<file path="config.mk">
export PLATFORM = sky130hd
export DESIGN_NAME = cpu_trace_capture
export DESIGN_NICKNAME = d
export VERILOG_FILES = /design/src/rtl/trace_pkg.sv /design/src/rtl/trace_ram.sv /design/src/rtl/cpu_trace_capture.sv
export SDC_FILE = /design/constraint.sdc
export NUM_CORES = 2
export LEC_CHECK = 0
export ABC_CLOCK_PERIOD_IN_PS = 17860
export CORE_ASPECT_RATIO = 0.75
export CORE_MARGIN = 4
export CORE_UTILIZATION = 50
export CTS_CLUSTER_SIZE = 16
export DETAILED_ROUTE_END_ITERATION = 6
export GPL_TIMING_DRIVEN = 1
export PLACE_DENSITY_LB_ADDON = 0.2
export SYNTH_ARGS = -nofsm -noshare
export SYNTH_HDL_FRONTEND = slang
export SYNTH_HIERARCHICAL = 1
export SYNTH_SLANG_ARGS = --single-unit
</file>
<file path="constraint.sdc">
create_clock -name Clock -period 17.86 [get_ports Clock]
set_clock_uncertainty 0.15 [all_clocks]
set_input_delay 2.679 -clock Clock [delete_from_list [all_inputs] [get_ports Clock]]
set_output_delay 2.679 -clock Clock [all_outputs]
set_load 0.02 [all_outputs]
</file>
<file path="src/rtl/trace_pkg.sv">
// Shared encodings for the trace capture block: FSM states and trigger modes.
package trace_pkg;

  typedef enum logic [1:0] {
    ST_IDLE  = 2'd0,
    ST_ARMED = 2'd1,
    ST_POST  = 2'd2,
    ST_DONE  = 2'd3
  } trace_state_e;

  localparam logic [1:0] TRIG_IMM    = 2'd0;
  localparam logic [1:0] TRIG_STATE  = 2'd1;
  localparam logic [1:0] TRIG_CH0    = 2'd2;
  localparam logic [1:0] TRIG_MANUAL = 2'd3;

endpackage

</file>
<file path="src/rtl/trace_ram.sv">
// Simple dual-port trace storage: synchronous write, registered read.
module trace_ram #(
  parameter int unsigned DEPTH = 16,
  parameter int unsigned DW    = 137
) (
  input  logic                     clk,
  input  logic                     rst,
  input  logic                     we,
  input  logic [$clog2(DEPTH)-1:0] wr_addr,
  input  logic [DW-1:0]            wr_data,
  input  logic                     re,
  input  logic [$clog2(DEPTH)-1:0] rd_addr,
  output logic [DW-1:0]            rd_data
);

  logic [DW-1:0] mem [DEPTH];

  // Write port: store the entry on the edge it is presented.
  always_ff @(posedge clk) begin
    if (we) mem[wr_addr] <= wr_data;
  end

  // Read port: registered output, cleared by reset so Rd_Data starts at zero.
  always_ff @(posedge clk) begin
    if (rst)     rd_data <= '0;
    else if (re) rd_data <= mem[rd_addr];
  end

endmodule

</file>
<file path="src/rtl/cpu_trace_capture.sv">
// Triggerable circular trace buffer with pre/post-trigger windows and
// oldest-first request/acknowledge readout.
module cpu_trace_capture
  import trace_pkg::*;
#(
  parameter int unsigned WIDTH    = 32,
  parameter int unsigned CHANNELS = 4,
  parameter int unsigned DEPTH    = 16,
  parameter int unsigned PRE_TRIG = 4,
  parameter int unsigned STATE_W  = 9
) (
  input  logic                                Clock,
  input  logic                                Reset,
  input  logic [CHANNELS*WIDTH-1:0]           Sample_In,
  input  logic [STATE_W-1:0]                  State_In,
  input  logic                                Sample_En,
  input  logic                                Arm,
  input  logic [1:0]                          Trig_Mode,
  input  logic [STATE_W-1:0]                  Trig_State,
  input  logic [WIDTH-1:0]                    Trig_Value,
  input  logic                                Force_Trig,
  input  logic                                Rd_Req,
  output logic                                Rd_Ack,
  output logic [CHANNELS*WIDTH+STATE_W-1:0]   Rd_Data,
  output logic                                Rd_Last,
  output logic                                Armed,
  output logic                                Triggered,
  output logic                                Done,
  output logic [$clog2(DEPTH):0]              Count
);

  localparam int unsigned AW = $clog2(DEPTH);
  localparam int unsigned CW = AW + 1;
  localparam int unsigned DW = CHANNELS*WIDTH + STATE_W;

  localparam logic [CW-1:0] DEPTH_N = CW'(DEPTH);
  localparam logic [CW-1:0] PRE_N   = CW'(PRE_TRIG);
  localparam logic [CW-1:0] POST_N  = CW'(DEPTH - PRE_TRIG);
  localparam logic [CW-1:0] ONE_N   = CW'(1);

  trace_state_e  state_q, state_d;

  logic [AW-1:0] wr_ptr;
  logic [AW-1:0] rd_ptr;
  logic [CW-1:0] fill;
  logic [CW-1:0] pre_q;
  logic [CW-1:0] post_cnt;
  logic [CW-1:0] rd_idx;
  logic          force_pend;

  logic          sample_we;
  logic          hit_match;
  logic          trig_hit;
  logic          post_done;
  logic          rd_issue;
  logic          rd_end;
  logic [CW-1:0] pre_now;
  logic [CW-1:0] post_next;

  // Trigger qualification and handshake decode for the current cycle.
  always_comb begin
    hit_match = 1'b0;
    case (Trig_Mode)
      TRIG_IMM:    hit_match = 1'b1;
      TRIG_STATE:  hit_match = (State_In == Trig_State);
      TRIG_CH0:    hit_match = (Sample_In[WIDTH-1:0] == Trig_Value);
      TRIG_MANUAL: hit_match = 1'b0;
      default:     hit_match = 1'b0;
    endcase
    sample_we = Sample_En && ((state_q == ST_ARMED) || (state_q == ST_POST));
    // A same-cycle Force_Trig and match collapse into one trigger event.
    trig_hit  = (state_q == ST_ARMED) && Sample_En &&
                (hit_match || force_pend || Force_Trig);
    pre_now   = (fill < PRE_N) ? fill : PRE_N;
    post_next = post_cnt + ONE_N;
    post_done = (state_q == ST_POST) && Sample_En && (post_next == POST_N);
    rd_end    = (state_q == ST_DONE) && Rd_Ack && Rd_Last;
    rd_issue  = (state_q == ST_DONE) && Rd_Req && !rd_end;
  end

  // FSM state register.
  always_ff @(posedge Clock) begin
    if (Reset) state_q <= ST_IDLE;
    else       state_q <= state_d;
  end

  // FSM next-state: trigger is resolved before the completion check, so a
  // one-entry post window goes straight from ARMED to DONE.
  always_comb begin
    state_d = state_q;
    case (state_q)
      ST_IDLE:  if (Arm) state_d = ST_ARMED;
      ST_ARMED: if (trig_hit) state_d = (POST_N == ONE_N) ? ST_DONE : ST_POST;
      ST_POST:  if (post_done) state_d = ST_DONE;
      ST_DONE:  if (rd_end) state_d = ST_IDLE;
      default:  state_d = ST_IDLE;
    endcase
  end

  // Capture pointers, trigger bookkeeping and readout sequencing.
  always_ff @(posedge Clock) begin
    if (Reset) begin
      wr_ptr     <= '0;
      rd_ptr     <= '0;
      fill       <= '0;
      pre_q      <= '0;
      post_cnt   <= '0;
      rd_idx     <= '0;
      force_pend <= 1'b0;
      Count      <= '0;
      Rd_Ack     <= 1'b0;
      Rd_Last    <= 1'b0;
    end else begin
      Rd_Ack  <= 1'b0;
      Rd_Last <= 1'b0;
      case (state_q)
        ST_IDLE: begin
          if (Arm) begin
            wr_ptr     <= '0;
            fill       <= '0;
            force_pend <= 1'b0;
            Count      <= '0;
          end
        end
        ST_ARMED: begin
          if (Sample_En) begin
            wr_ptr <= wr_ptr + 1'b1;
            if (fill != DEPTH_N) fill <= fill + ONE_N;
          end
          if (trig_hit) begin
            // Readout starts at the oldest retained pre-trigger entry.
            pre_q      <= pre_now;
            rd_ptr     <= wr_ptr - pre_now[AW-1:0];
            rd_idx     <= '0;
            post_cnt   <= ONE_N;
            force_pend <= 1'b0;
            if (POST_N == ONE_N) Count <= pre_now + POST_N;
          end else if (Force_Trig) begin
            force_pend <= 1'b1;
          end
        end
        ST_POST: begin
          if (Sample_En) begin
            wr_ptr   <= wr_ptr + 1'b1;
            post_cnt <= post_next;
            if (fill != DEPTH_N) fill <= fill + ONE_N;
          end
          if (post_done) Count <= pre_q + POST_N;
        end
        ST_DONE: begin
          if (rd_issue) begin
            Rd_Ack  <= 1'b1;
            Rd_Last <= (rd_idx == Count - ONE_N);
            rd_ptr  <= rd_ptr + 1'b1;
            rd_idx  <= rd_idx + ONE_N;
          end
        end
        default: ;
      endcase
    end
  end

  trace_ram #(
    .DEPTH (DEPTH),
    .DW    (DW)
  ) u_ram (
    .clk     (Clock),
    .rst     (Reset),
    .we      (sample_we),
    .wr_addr (wr_ptr),
    .wr_data ({State_In, Sample_In}),
    .re      (rd_issue),
    .rd_addr (rd_ptr),
    .rd_data (Rd_Data)
  );

  assign Armed     = (state_q == ST_ARMED) || (state_q == ST_POST);
  assign Triggered = (state_q == ST_POST)  || (state_q == ST_DONE);
  assign Done      = (state_q == ST_DONE);

endmodule
</file>
**After elaboration in Yosys (flattened, before gate mapping)**

Memories as Yosys holds them, arrays and structs flattened. A register that Yosys moved wholly into a read port is not among the register bits.
Cells that the tools add are included.

- Output and inout bits: 147
- Bits in writable memories: 2192
- Flip-flop bits (word level): 38
- Bits of input ports: 186
- Word-level logic and storage cells: 107
- Memories kept: 1

- Add/sub/neg operators: 8
- Equal/unequal tests: 20
- Bitwise operators: 2
- Multiplexer cells: 32
- Order comparisons: 1
- Reductions and logical operators: 32

Memory list:

| memory | words | bits a word | rd ports | clocked after memory_dff | wr ports | RTL line | RTL |
|---|---|---|---|---|---|---|---|
| u_ram.mem | 16 | 137 | 1 | 1 | 1 | trace_ram.sv:16 | `logic [DW-1:0] mem [DEPTH];` |

Operator list:

| cell | number |
|---|---|
| $mux W5 | 9 |
| $pmux W5 S2 | 4 |
| $eq A32 B32 Y1 | 1 |
| $mux W4 | 4 |
| $pmux W4 S2 | 2 |
| $add A5 B1 Y5 const B | 3 |
| $reduce_and A3 Y1 | 5 |
| $reduce_bool A2 Y1 | 5 |
| $eq A9 B9 Y1 | 1 |
| $logic_and A1 B1 Y1 | 9 |
| $add A4 B1 Y4 const B | 2 |
| $eq A2 B2 Y1 const B | 4 |
| $mux W2 | 4 |
| $ne A2 B1 Y1 const B | 4 |
| $ne A2 B2 Y1 const B | 4 |
| $pmux W2 S4 | 1 |
| $reduce_and A4 Y1 | 2 |
| $mux W1 | 6 |
| $add A5 B4 Y5 const B | 1 |
| $eq A5 B4 Y1 const B | 1 |
| $eq A5 B5 Y1 | 1 |
| $lt A5 B3 Y1 const B | 1 |
| $ne A5 B5 Y1 const B | 1 |
| $sub A5 B1 Y5 const B | 1 |
| other kinds (12) | 19 |

**Logic depth before layout (Yosys ltp)**

- Word-level depth: 7
- Mapped depth: 10
- Gate-level depth less buffers: 9

**Modules after synthesis**

The synthesis kept the hierarchy.

Modules (own cells, without submodules):

| module | cells an instance | area each (um^2) | instances |
|---|---|---|---|
| trace_ram | 4682 | 88010.7 | 1 |
| cpu_trace_capture | 331 | 2771.4 | 1 |

**Worst setup path before layout**

No wires, ideal clock.

- Path type: input -> register
- Start point: input Sample_En
- End point: memory u_ram.mem[0][0] (enable)
- Stages: 3
- Arrival: 12.600 ns
- Path buffers: 0
- Setup time: 0.801 ns
- Path slack: 4.309 ns
- Cells stage by stage: and2_1 or3b_2 nor3_1

- Longest elaborated chain between the ends: 3

Ends and longest elaborated chain:

| item | RTL line | RTL |
|---|---|---|
| start: declaration | cpu_trace_capture.sv:16 | `input logic Sample_En,` |
| $logic_and A1 B1 Y1 | cpu_trace_capture.sv:70 | `sample_we = Sample_En && ((state_q == ST_ARMED) \|\| (state_q == ST_POST));` |
| $mux W1 | trace_ram.sv:20 | `if (we) mem[wr_addr] <= wr_data;` |
| $mux W1 (implied by the code) | trace_ram.sv:20 |  |
| end: declaration | trace_ram.sv:16 |  |

Every way passes these cells.

**Final worst setup path**

- Start point: input Sample_En
- End point: memory u_ram.mem[1][54] (enable)

- Longest elaborated chain between the ends: 3

Ends and longest elaborated chain:

| item | RTL line | RTL |
|---|---|---|
| $logic_and A1 B1 Y1 | cpu_trace_capture.sv:70 |  |
| via sample_we | cpu_trace_capture.sv:51 | `logic sample_we;` |
| $mux W1 | trace_ram.sv:20 |  |
| $mux W1 (implied by the code) | trace_ram.sv:20 |  |

The timed path passes the listed nets, and every way through them passes these cells.

==> impl_metrics.yaml <==
cells_and_area:
  area_growth_syn_to_layout_pct: 14.2
  fin_nets: 5589
  multiInputGateArea_mm2: 0.0201
  fraction_of_layout_instances_using_a_drive_strength_above_1: 0.128
  num-fill-cells: 13400
  layout.cells.non_filler: 7980
  ff_latch_area_mm2: 0.0693
  postLayoutCellArea_mm2: 0.104
clock_network:
  quantity_of_hold_fixing_buffers_added_after_cts: 0
  worst_skew_pair.late_latency_ps: 840
  postCtsSetupBuffers: 0
  cts.repair.resized: 0
  htree_num_levels: 4
  cts_tree: "built"
  cts_root_buf: "clkbuf_16"
  clk_transition_reported_paths_ps: 60
  numClockSinks: 2367
  number_of_buffers_created_by_cts: 216
  cts-root-to-sink-buffers: 3
power:
  power.internal_mw: 9.58
  post_route_total_power_mw: 12.8
  share_seq_of_total_power: 0.493
  leakagePower_nw: 31.6
  power.ir.vdd_worst_uv: 100
  power.share.clock: 0.358
  switching_component_of_the_power_mw: 3.20
  power.density_mw_per_mm2: 123
  switching_share: 0.250
  proportion_of_power_drawn_by_combinational_gates: 0.149
die:
  floorplan.initialDensity: 0.503
  io_pins: 333
  fp.dieW_um: 500
  fp.dieH_um: 377
  rows: 135
  core_area_mm2: 0.181
  fp.dieArea_mm2: 0.189
sta:
  final.setup.tns_ps: 0
  finalHoldViolations: 0
  layout_worst_path_cycle_share: 0.361
  rsz0062_at_grt: "no"
  max_slew_margin: 0.128
  worstMarginPinSlew_ps: 1310
  final_max_slew_viol_count: 0
  post-route-min-period_ps: 6440
  max_freq_mhz: 155
  final_setup_violation_count: 0
global_routing:
  first_global_vias: 46800
  antenna_found_initial: 26
  largest_net_degree_at_the_start_of_global_routing: 137
  first_pass_grt_wire_length_um: 325000
  grt_total_ovfl: 0
  global_route.usage.total: 0.235
place:
  io_buffers: 332
  placed_cell_area_mm2: 0.0966
  post-place-cells: 7564
  final_replace_weighted_congestion: 0.796
  dp_hpwl_um: 119000
critical_path:
  critical_path.max_fanout: 48
  crit_end_element: "register"
  startpoint_type: "primary input"
  criticalPathCategory: "primary input to register"
  cp.arrival_ps: 6750
  critical_path_required_ps: 18170
drt:
  drt_pass1_iterations: 6
  drt.antenna.violating_nets: 0
  routedWlPerCell_um: 28.1
  initial_drc_count: 4675
  drc: 0
  finalWirelength_um: 224000
  vias: 47600
  vias_per_instance: 5.96
yosys:
  synth_edf_count: 2192
  ys_types: 62
  nets_in_the_synthesized_netlist: 5217
  post_synth_instance_area_mm2: 0.0908
  postSynthCellCount: 5013
  synth-async-reset-ratio: 0
  ys_seq_elements: 2367
  yosys_warnings: 6
  synth_seq_area_share: 0.764
  synth_top_flop_cell: "edfxtp_1"
  synthesis.area_per_instance_um2: 18.1
worst_hold_path:
  worstHoldPathType: "register to register"
run:
  max-cap-violations: 0
status:
  outcome: "complete, no violations"
## final cells by class
cell class              instances  area share
multi-input cells            2353       0.194
flip-flops and latches       2367       0.669
clock inverters                92     0.00844
clock buffers                 319      0.0598
repair buffers                427      0.0392
inverters                      20    0.000724
diodes                          5    0.000121
well taps                    2397      0.0289
## kinds of logic after synthesis
kind of cell             share of synthesized area
flip-flops                                   0.764
adder cells (fa/ha/maj)                    0.00256
AO/OA/AOI/OAI                               0.0345
multiplexers                                 0.137
AND/OR/NAND/NOR                             0.0398
buffers and inverters                       0.0170
XOR/XNOR                                   0.00550
## per-layer routing
| metal | wire, µm | global-route usage | up-vias |
|---|---|---|---|
| met5 | 82 | 0 | - |
| met4 | 4710 | 0.0564 | 12 |
| met3 | 15000 | 0.0392 | 297 |
| met2 | 105000 | 0.370 | 1733 |
| met1 | 98900 | 0.346 | 24800 |
| li1 | - | - | 20700 |
## cell usage after synthesis (3+ instances only)
cell / number / area share
a21o_1: 3 / 0.00025
a21oi_1: 184 / 0.010
a22oi_1: 212 / 0.018
a31oi_1: 4 / 0.00028
and2_1: 5 / 0.00034
and3_1: 3 / 0.00021
buf_1: 16 / 0.00066
buf_2: 74 / 0.0041
buf_4: 50 / 0.0041
buf_6: 21 / 0.0026
clkbuf_1: 111 / 0.0046
dfxtp_1: 175 / 0.039
edfxtp_1: 2192 / 0.73
ha_1: 17 / 0.0023
inv_1: 19 / 0.00079
mux2_2: 87 / 0.011
mux2i_1: 748 / 0.082
mux4_2: 176 / 0.044
nand2_1: 282 / 0.012
nand2b_1: 9 / 0.00062
nand3_1: 296 / 0.016
nand3b_1: 4 / 0.00033
nand4_1: 9 / 0.00062
nor2_1: 82 / 0.0034
nor2b_1: 6 / 0.00041
nor3_1: 57 / 0.0031
nor3b_1: 3 / 0.00025
nor4_1: 3 / 0.00021
nor4_2: 8 / 0.0011
o211ai_1: 3 / 0.00025
o21ai_0: 13 / 0.00072
o22ai_1: 44 / 0.0030
o311ai_1: 3 / 0.00029
xnor2_1: 12 / 0.0012
xor2_1: 45 / 0.0043
## critical path: stages
cell,delay (ps)
clkdlybuf4s50_1,610
and2_1,260
or3b_2,590
nor2_4,950
buf_4,660
buf_4,860
## per-stage QoR
| step | util | hold slack (ps) | setup slack, ps |
|---|---|---|---|
| after global routing | 0.574 | 337 | 11330 |
| after detailed placement | 0.535 | 293 | 10580 |
| after CTS | 0.574 | 308 | 11470 |
| after global placement | 0.535 | 290 | 10570 |
| after floorplan | - | 278 | 4310 |
| final | 0.574 | 308 | 11420 |
## cells in the final DEF (no fill, tap or decap), types with 8 or more instances in the layout
master	instances
o21ai_0	13
nor2_1	68
a22oi_1	212
mux2_2	87
mux4_2	176
clkdlybuf4s50_1	331
a21oi_1	184
clkinv_1	33
nand2_1	281
clkinv_2	33
nor2_4	15
clkbuf_1	70
nand2b_1	8
nor4_2	8
clkbuf_16	223
inv_1	18
bufinv_16	12
o22ai_1	44
nand4_1	9
clkbuf_8	26
nand3_1	296
xnor2_1	12
ha_1	17
edfxtp_1	2192
dfxtp_1	172
mux2i_1	748
nor3_1	53
xor2_1	45
buf_4	94
## worst paths after layout
path	startpoint	end	slack, ps	cells after the start
worst max-delay path	Sample_En	u_ram/mem[1][54]	11420	6
worst min-delay path	u_ram/rd_data[48]	u_ram/rd_data[48]	310	2
worst max register to register	state_q[1]	u_ram/mem[1][54]	12770	7
worst min register to register	u_ram/rd_data[48]	u_ram/rd_data[48]	310	2
## power by group through the flow
stage               combinational [mW]  sequential, mW  clock (mW)
floorplan                         1.34            6.43           0
global placement                  1.90            6.42           0
detailed placement                1.91            6.42           0
CTS                               1.91            6.31        4.66
global route                      2.03            6.32        4.89
finish                            1.90            6.30        4.57
## flip-flops by register name, summed over array words and instances (netlist names)
| name | count |
|---|---|
| Count | 5 |
| Rd_Ack | 1 |
| Rd_Last | 1 |
| fill | 5 |
| force_pend | 1 |
| post_cnt | 5 |
| pre_q | 5 |
| rd_idx | 5 |
| rd_ptr | 4 |
| state_q | 2 |
| u_ram/mem | 2192 |
| u_ram/rd_data | 137 |
| wr_ptr | 4 |
No activity file was read; power rests on OpenSTA's default activity.
